`config.mk`:
```
export PLATFORM = sky130hd
export DESIGN_NAME = load_store_unit
export DESIGN_NICKNAME = d
export VERILOG_FILES = /design/src/rtl/load_store_unit.sv
export SDC_FILE = /design/constraint.sdc
export NUM_CORES = 1
export LEC_CHECK = 0
export CORE_ASPECT_RATIO = 0.6
export CORE_MARGIN = 8
export CORE_UTILIZATION = 50
export CTS_CLUSTER_SIZE = 28
export DETAILED_ROUTE_END_ITERATION = 10
export PLACE_DENSITY = 0.75
export SYNTH_ARGS = -nofsm -noshare
export SYNTH_HDL_FRONTEND = slang
export SYNTH_SLANG_ARGS = --single-unit
```
`constraint.sdc`:
```
create_clock -name clk -period 8.9 [get_ports clk]
set_input_delay 0.89 -clock clk [delete_from_list [all_inputs] [get_ports clk]]
set_output_delay 0.89 -clock clk [all_outputs]
set_load 0.005 [all_outputs]
```
`src/rtl/load_store_unit.sv`:
```
// Load/store unit: turns byte/half/word pipeline requests into one or two word
// accesses on a simple req/ack memory port, with alignment and range checks.
//
// state | meaning
// IDLE  | ready for a new request
// ACC0  | first (or only) word access in flight, waiting for mem_ack
// ACC1  | second word access of a word-crossing request
// RESP  | one-cycle response to the pipeline
module load_store_unit #(
  parameter int MEM_DEPTH        = 256,
  parameter int ALLOW_MISALIGNED = 1
) (
  input  logic        clk,
  input  logic        rst,
  input  logic        req_valid,
  output logic        req_ready,
  input  logic        req_we,
  input  logic [31:0] req_addr,
  input  logic [31:0] req_wdata,
  input  logic [2:0]  load_sel,
  input  logic [1:0]  store_sel,
  output logic        resp_valid,
  output logic [31:0] resp_rdata,
  output logic        resp_err,
  output logic        mem_req,
  output logic        mem_we,
  output logic [29:0] mem_addr,
  output logic [3:0]  mem_be,
  output logic [31:0] mem_wdata,
  input  logic        mem_ack,
  input  logic [31:0] mem_rdata
);

  typedef enum logic [1:0] {IDLE, ACC0, ACC1, RESP} state_t;

  localparam logic [31:0] DEPTH_W = MEM_DEPTH;

  state_t      state;
  logic [1:0]  off_q;
  logic [2:0]  lsel_q;
  logic        we_q;
  logic        split_q;
  logic [29:0] w1_q;
  logic [3:0]  be_hi_q;
  logic [31:0] wdata_hi_q;
  logic [31:0] word0_q;

  logic [1:0]  a_off;
  logic [2:0]  a_size;
  logic [3:0]  a_end;
  logic        a_split;
  logic [29:0] a_w0;
  logic [29:0] a_w1;
  logic [7:0]  a_mask;
  logic [63:0] a_wdata;
  logic        a_err;
  logic [63:0] ld_words;
  logic [31:0] resp_data;

  function automatic logic [31:0] extend_load(input logic [2:0] sel,
                                              input logic [63:0] words,
                                              input logic [1:0] o);
    logic [63:0] sh;
    sh = words >> {o, 3'b000};
    case (sel)
      3'b000:  return {{24{sh[7]}}, sh[7:0]};
      3'b100:  return {24'b0, sh[7:0]};
      3'b001:  return {{16{sh[15]}}, sh[15:0]};
      3'b101:  return {16'b0, sh[15:0]};
      default: return sh[31:0];
    endcase
  endfunction

  // Request decode, evaluated on the accept cycle only.
  always_comb begin
    a_size = 3'd4;
    if (req_we) begin
      case (store_sel)
        2'b00:   a_size = 3'd1;
        2'b01:   a_size = 3'd2;
        default: a_size = 3'd4;
      endcase
    end else begin
      case (load_sel[1:0])
        2'b00:   a_size = 3'd1;
        2'b01:   a_size = 3'd2;
        default: a_size = 3'd4;
      endcase
    end
  end

  assign a_off   = req_addr[1:0];
  assign a_end   = {2'b00, a_off} + {1'b0, a_size};
  assign a_split = (a_end > 4'd4);
  assign a_w0    = req_addr[31:2];
  assign a_w1    = a_w0 + 30'd1;
  assign a_mask  = ((8'd1 << a_size) - 8'd1) << a_off;
  assign a_wdata = {32'b0, req_wdata} << {a_off, 3'b000};

  always_comb begin
    a_err = 1'b0;
    if ({2'b00, a_w0} >= DEPTH_W)                  a_err = 1'b1;
    if (a_split && ({2'b00, a_w1} >= DEPTH_W))     a_err = 1'b1;
    if (a_split && (ALLOW_MISALIGNED == 0))        a_err = 1'b1;
    if (req_we && (store_sel == 2'b11))            a_err = 1'b1;
  end

  // Load data is formed straight from the acking word so RESP can present it registered.
  assign ld_words  = (state == ACC1) ? {mem_rdata, word0_q} : {32'b0, mem_rdata};
  assign resp_data = we_q ? 32'b0 : extend_load(lsel_q, ld_words, off_q);

  always_ff @(posedge clk or posedge rst) begin
    if (rst) begin
      state      <= IDLE;
      req_ready  <= 1'b1;
      mem_req    <= 1'b0;
      mem_we     <= 1'b0;
      mem_addr   <= '0;
      mem_be     <= '0;
      mem_wdata  <= '0;
      resp_valid <= 1'b0;
      resp_err   <= 1'b0;
      resp_rdata <= '0;
      off_q      <= '0;
      lsel_q     <= '0;
      we_q       <= 1'b0;
      split_q    <= 1'b0;
      w1_q       <= '0;
      be_hi_q    <= '0;
      wdata_hi_q <= '0;
      word0_q    <= '0;
    end else begin
      case (state)
        IDLE: begin
          if (req_valid) begin
            req_ready  <= 1'b0;
            off_q      <= a_off;
            lsel_q     <= load_sel;
            we_q       <= req_we;
            split_q    <= a_split;
            w1_q       <= a_w1;
            be_hi_q    <= a_mask[7:4];
            wdata_hi_q <= a_wdata[63:32];
            if (a_err) begin
              state      <= RESP;
              resp_valid <= 1'b1;
              resp_err   <= 1'b1;
              resp_rdata <= '0;
            end else begin
              state     <= ACC0;
              mem_req   <= 1'b1;
              mem_we    <= req_we;
              mem_addr  <= a_w0;
              mem_be    <= a_mask[3:0];
              mem_wdata <= a_wdata[31:0];
            end
          end
        end
        ACC0: begin
          if (mem_ack) begin
            word0_q <= mem_rdata;
            if (split_q) begin
              state     <= ACC1;
              mem_addr  <= w1_q;
              mem_be    <= be_hi_q;
              mem_wdata <= wdata_hi_q;
            end else begin
              state      <= RESP;
              mem_req    <= 1'b0;
              resp_valid <= 1'b1;
              resp_err   <= 1'b0;
              resp_rdata <= resp_data;
            end
          end
        end
        ACC1: begin
          if (mem_ack) begin
            state      <= RESP;
            mem_req    <= 1'b0;
            resp_valid <= 1'b1;
            resp_err   <= 1'b0;
            resp_rdata <= resp_data;
          end
        end
        RESP: begin
          state      <= IDLE;
          resp_valid <= 1'b0;
          req_ready  <= 1'b1;
        end
        default: begin
          state     <= IDLE;
          req_ready <= 1'b1;
          mem_req   <= 1'b0;
        end
      endcase
    end
  end

endmodule

```
* Word-level counts from Yosys, hierarchy flattened
Index checks and enable logic that the tools add are counted.
** Storage, ports and cells
- Memories kept :: 0
- Input port bits :: 106
- Word-level logic and storage cells :: 114
- Register bits after elaboration :: 210
- Memory bits (writable) :: 0
- Bits in read-only memories :: 0
- Latch bits :: 0
** Cells by class
- Mux-type cells :: 51
- Add/subtract/negate cells :: 3
- Reduce and logical (&&, ||, !) cells :: 18
- Div/mod/pow operators :: 0
- Bitwise gates (word level) :: 1
- Shift-type cells :: 4
- Magnitude comparators :: 3
- Equal/unequal tests :: 16
- $mul :: 0
** Operators with widths (number)
- $mux 32 :: 10
- $pmux 32 s4 :: 1
- $mux 30 :: 4
- $pmux 32 s3 :: 1
- $mux 64 :: 1
- $pmux 32 s2 :: 1
- $shl 32x5->64 :: 1
- $shr 64x5->32 :: 1
- $ge 30x9->1 const B :: 2
- $pmux 30 s2 :: 1
- $add 30x1->30 const B :: 1
- $mux 4 :: 4
- $mux 1 :: 15
- $ne 2x2->1 const B :: 7
- $pmux 3 s2 :: 2
- $reduce_and 6->1 :: 2
- $reduce_and 5->1 :: 2
- $mux 2 :: 4
- $pmux 2 s4 :: 1
- $pmux 4 s2 :: 1
- $shl 1x3->8 const A :: 1
- $shl 8x2->8 :: 1
- $sub 8x1->8 const B :: 1
- $eq 2x1->1 const B :: 3
- other kinds (17) :: 28

* Longest topological paths before layout
- Word-level depth :: 11
- Depth in mapped cells :: 12
- Mapped depth without buffers :: 9

* Worst setup path after synthesis
No wires, ideal clock.
- Path type :: input -> register
- Start :: in req_we
- End :: reg mem_addr[0]
- Data required time :: 8.775 ns
- Stages :: 12
- Setup slack :: 5.322 ns
- Arrival time :: 3.453 ns
- Library setup time :: 0.125 ns
- Buffers on the path :: 3
- Cell sequence :: buf_2 -> mux2i_2 -> and2_1 -> ha_1 -> fa_1 -> xor2_1 -> o22ai_1 -> a31oi_4 -> a31oi_2 -> buf_6 -> buf_6 -> mux2_4
** Between the ends
- Word-level cells in the longest chain between the ends :: 8
** Ends and longest elaborated chain
- start, declared :: line 17 : input logic req_we,
- $mux 3 :: line 77 : if (req_we) begin
- $add 2x3->4 :: line 93 : assign a_end = {2'b00, a_off} + {1'b0, a_size};
- $gt 4x3->1 :: line 94 : assign a_split = (a_end > 4'd4);
- $logic_and 1x1->1 :: line 103 : if (a_split && ({2'b00, a_w1} >= DEPTH_W)) a_err = 1'b1;
- $mux 1 :: line 103
- $mux 1 (*) :: line 105 : if (req_we && (store_sel == 2'b11)) a_err = 1'b1;
- $ne 2x2->1 (no line) (*)
- $reduce_and 5->1 (no line) (*)
- end signal, assigned :: line 153 : mem_addr <= a_w0;
- end signal, assigned :: line 164 : mem_addr <= w1_q;
- end, declared :: line 27 : output logic [29:0] mem_addr,
Mark *: on every way between the ends. The rest lies on a longest branch, timed or not.
A chain may end at the register's enable or synchronous reset.

* Worst setup path after layout
- Start :: in req_we
- End :: reg mem_addr[12]
The elaborated chain is that of the path after synthesis.

==> impl_metrics.py <==
metrics = {
    "floorplanning": {
        "start_util_pct": 51.2,
        "die_area_mm2": 0.0279,
        "core_area_mm2": 0.0221,
        "rows": 42,
        "io_pins": 209,
        "fp.dieW_um": 210,
        "fp.dieH_um": 133,
    },
    "drt": {
        "first_iter_violations": 722,
        "first_pass_iters": 5,
        "drcViolationCount": 0,
        "ant_nets": 0,
        "vias": 8679,
        "drt-vias-per-instance": 5.66,
        "wl_um": 32400,
        "routedWlPerCell_um": 21.1,
    },
    "run": {
        "maxCapViolCount": 0,
    },
    "yosys": {
        "ys.flop_type": "dfrtp_1",
        "synth_edf_count": 0,
        "syn-num-nets": 1158,
        "syn_avg_cell_area_um2": 10.9,
        "synthCells": 1042,
        "yosysSeqAreaShare_pct": 44.6,
        "yosys.cell_types.count": 59,
        "ys_seq_elements": 202,
        "yosysWarningCount": 0,
        "synthArstFlopShare_pct": 100,
        "syn_area_mm2": 0.0113,
    },
    "outcome": {
        "status": "finished clean",
    },
    "final_layout": {
        "nNetsFinal": 1327,
        "antenna_cells": 0,
        "final_area_mm2": 0.0143,
        "layout-drive-gt1-share_pct": 20.2,
        "layout_common_cells": "207 x clkdlybuf4s50_1, 200 x dfrtp_1, 136 x mux2_2, 101 x nand2_1, 100 x o21ai_0",
        "syn2layout_area_growth_pct": 26.1,
        "final_common_cell": "clkdlybuf4s50_1",
    },
    "setup_path": {
        "critPathMostFrequentCell": "a31oi_4",
        "cp_slowest_stage_delay_ns": 0.79,
        "critPathMaxFanout": 49,
        "crit_path_start_kind": "input port",
        "cp_data_required_time_ns": 9.28,
        "end_kind": "flip-flop",
        "critPathKind": "input port to flip-flop",
        "path_cells": "clkdlybuf4s50_1 > mux2i_2 > and2_1 > ha_1 > fa_1 > xor2_1 > o22ai_1 > a31oi_4 > a31oi_4 > buf_4 > mux2_2",
        "cpMaxStageDelayCell": "a31oi_4",
        "critPathArrivalTime_ns": 5.34,
    },
    "timing": {
        "hold_violations": 0,
        "worst_pin_slew_ns": 1.07,
        "min_period_ns": 4.95,
        "fin_tns_setup_ns": 0,
        "rsz0062_at_grt": "false",
        "slew_violations": 0,
        "setup_viol": 0,
        "post-route-period-util_pct": 55.6,
        "timing.fmax_ghz": 0.202,
        "finClkSkew_ns": 0.0189,
        "maxSlewHeadroom_pct": 28.5,
    },
    "grt": {
        "grt_first_pass_wirelength_um": 51600,
        "grt_use_total_pct": 22.8,
        "antenna_found_initial": 2,
        "grt_pass1_vias": 8686,
        "grt_start_max_net_pins": 127,
        "overflow": 0,
    },
    "place": {
        "place_hpwl_um": 22900,
        "placed_cell_area_mm2": 0.0136,
        "place_congestion": 0.863,
        "portBuffers": 208,
    },
    "power_and_ir_drop": {
        "ir_drop_mv": 0.216,
        "p_leak_nw": 6.19,
        "powerDensity_mw_per_mm2": 325,
    },
    "cts": {
        "cts-root-buf": "clkbuf_16",
        "clock_tree.buffer_depth": 3,
        "clkSinkCount": 202,
        "cts_tree": "yes",
        "cts-buffers-inserted": 21,
        "cts_resized": 0,
        "clkLatencyLatePin_ns": 0.50,
        "clkTransAtPathRegs_ns": 0.06,
        "cts.htree.levels": 1,
        "hold_buffers": 0,
        "postCtsSetupBuffers": 0,
    },
    "hold_path": {
        "min_path_type": "flip-flop to flip-flop",
    },
}
cells in the mapped netlist, drive strengths merged, types with 7 or more instances:
| cell type | count | area, um2 |
|---|---|---|
| inv | 13 | 48.8 |
| a22oi | 9 | 67.6 |
| a211oi | 23 | 173 |
| xor2 | 12 | 105 |
| dfrtp | 201 | 5030 |
| nand3 | 23 | 115 |
| xnor2 | 17 | 149 |
| o21ai | 102 | 510 |
| clkbuf | 42 | 158 |
| mux4 | 9 | 203 |
| a22o | 16 | 140 |
| buf | 29 | 168 |
| nor2 | 72 | 270 |
| nor2b | 13 | 81.3 |
| mux2i | 81 | 815 |
| nor4 | 7 | 50.1 |
| ha | 9 | 113 |
| a21oi | 26 | 130 |
| nand2 | 103 | 387 |
| mux2 | 179 | 2160 |
state kept, by name, summed over array words and instances (netlist names), 2 cells and up:
register and count:
be_hi_q 4, lsel_q 3, mem_addr 30, mem_be 4, mem_wdata 32, off_q 2, resp_rdata 32, state 2
w1_q 30, wdata_hi_q 24, word0_q 32
per-stage QoR:
step | hold WS, ns | cells | power (mW) | util [%] | setup WS [ns]
6_report | 0.478 | 1533 | 4.64 | 64.6 | 3.95
5_1_grt | 0.506 | 1533 | 4.93 | 64.6 | 3.70
4_1_cts | 0.483 | 1533 | 4.66 | 64.6 | 3.98
3_5_place_dp | 0.468 | 1496 | 3.73 | 61.4 | 3.47
3_3_place_gp | 0.457 | 1496 | 3.67 | 61.4 | 3.63
2_1_floorplan | 0.444 | 1042 | 2.91 | - | 2.50
cell type report:
| cell class | instances | area [um2] |
|---|---|---|
| fillers | 1777 | 7830 |
| multi-input cells | 755 | 5940 |
| flip-flops and latches | 202 | 5060 |
| repair buffers | 217 | 2140 |
| clock buffers | 30 | 619 |
| well taps | 308 | 385 |
| clock inverters | 7 | 88.8 |
| inverters | 14 | 60.1 |
logic make-up after synthesis:
logic type / after synthesis / share of synthesized area, %
xor+xnor: 29 / 2.24
compound gates: 193 / 10.4
other cells: 1 / 0.0331
mux: 269 / 28.0
fa+ha+maj: 10 / 1.17
buf+inv: 85 / 3.33
simple gates: 253 / 10.1
flops: 202 / 44.6
critical path, delay by kind of cell:
| family | cells | cell delay, ns |
|---|---|---|
| simple gates | 1 | 0.20 |
| compound gates | 3 | 1.39 |
| mux | 2 | 0.70 |
| fa+ha+maj | 2 | 0.60 |
| xor+xnor | 1 | 0.17 |
| buf+inv | 2 | 1.33 |
report_power, final:
| part | internal [mW] | switching (mW) |
|---|---|---|
| clock | 0.542 | 0.369 |
| sequential | 1.30 | 0.254 |
| combinational | 1.12 | 1.05 |
metal layers:
| layer | share of wire [%] | global-route usage [%] | up-vias | wire [um] |
|---|---|---|---|---|
| met2 | 42 | 32.4 | 274 | 13500 |
| met4 | 1.5 | 3.52 | 4 | 477 |
| met1 | 50 | 35.4 | 4298 | 16300 |
| li1 | - | - | 4066 | - |
| met5 | 0.071 | 0 | - | 23 |
| met3 | 6.6 | 4.95 | 37 | 2130 |
final timing paths:
path / endpoint / depth (start not counted) / slack (ns) / start
max in group asynchronous: w1_q[22]$_DFFE_PP0P_ / 3 / 6.38 / rst
min: w1_q[23]$_DFFE_PP0P_ / 2 / 0.48 / w1_q[23]$_DFFE_PP0P_
max: mem_addr[12]$_DFFE_PP0P_ / 11 / 3.95 / req_we
min reg2reg: w1_q[23]$_DFFE_PP0P_ / 2 / 0.48 / w1_q[23]$_DFFE_PP0P_
min in group asynchronous: mem_wdata[15]$_DFFE_PP0P_ / 2 / 0.99 / rst
max reg2reg: mem_addr[12]$_DFFE_PP0P_ / 7 / 4.91 / state[1]$_DFFE_PP0P_
Note: power is estimated with default switching activity, not from simulation.
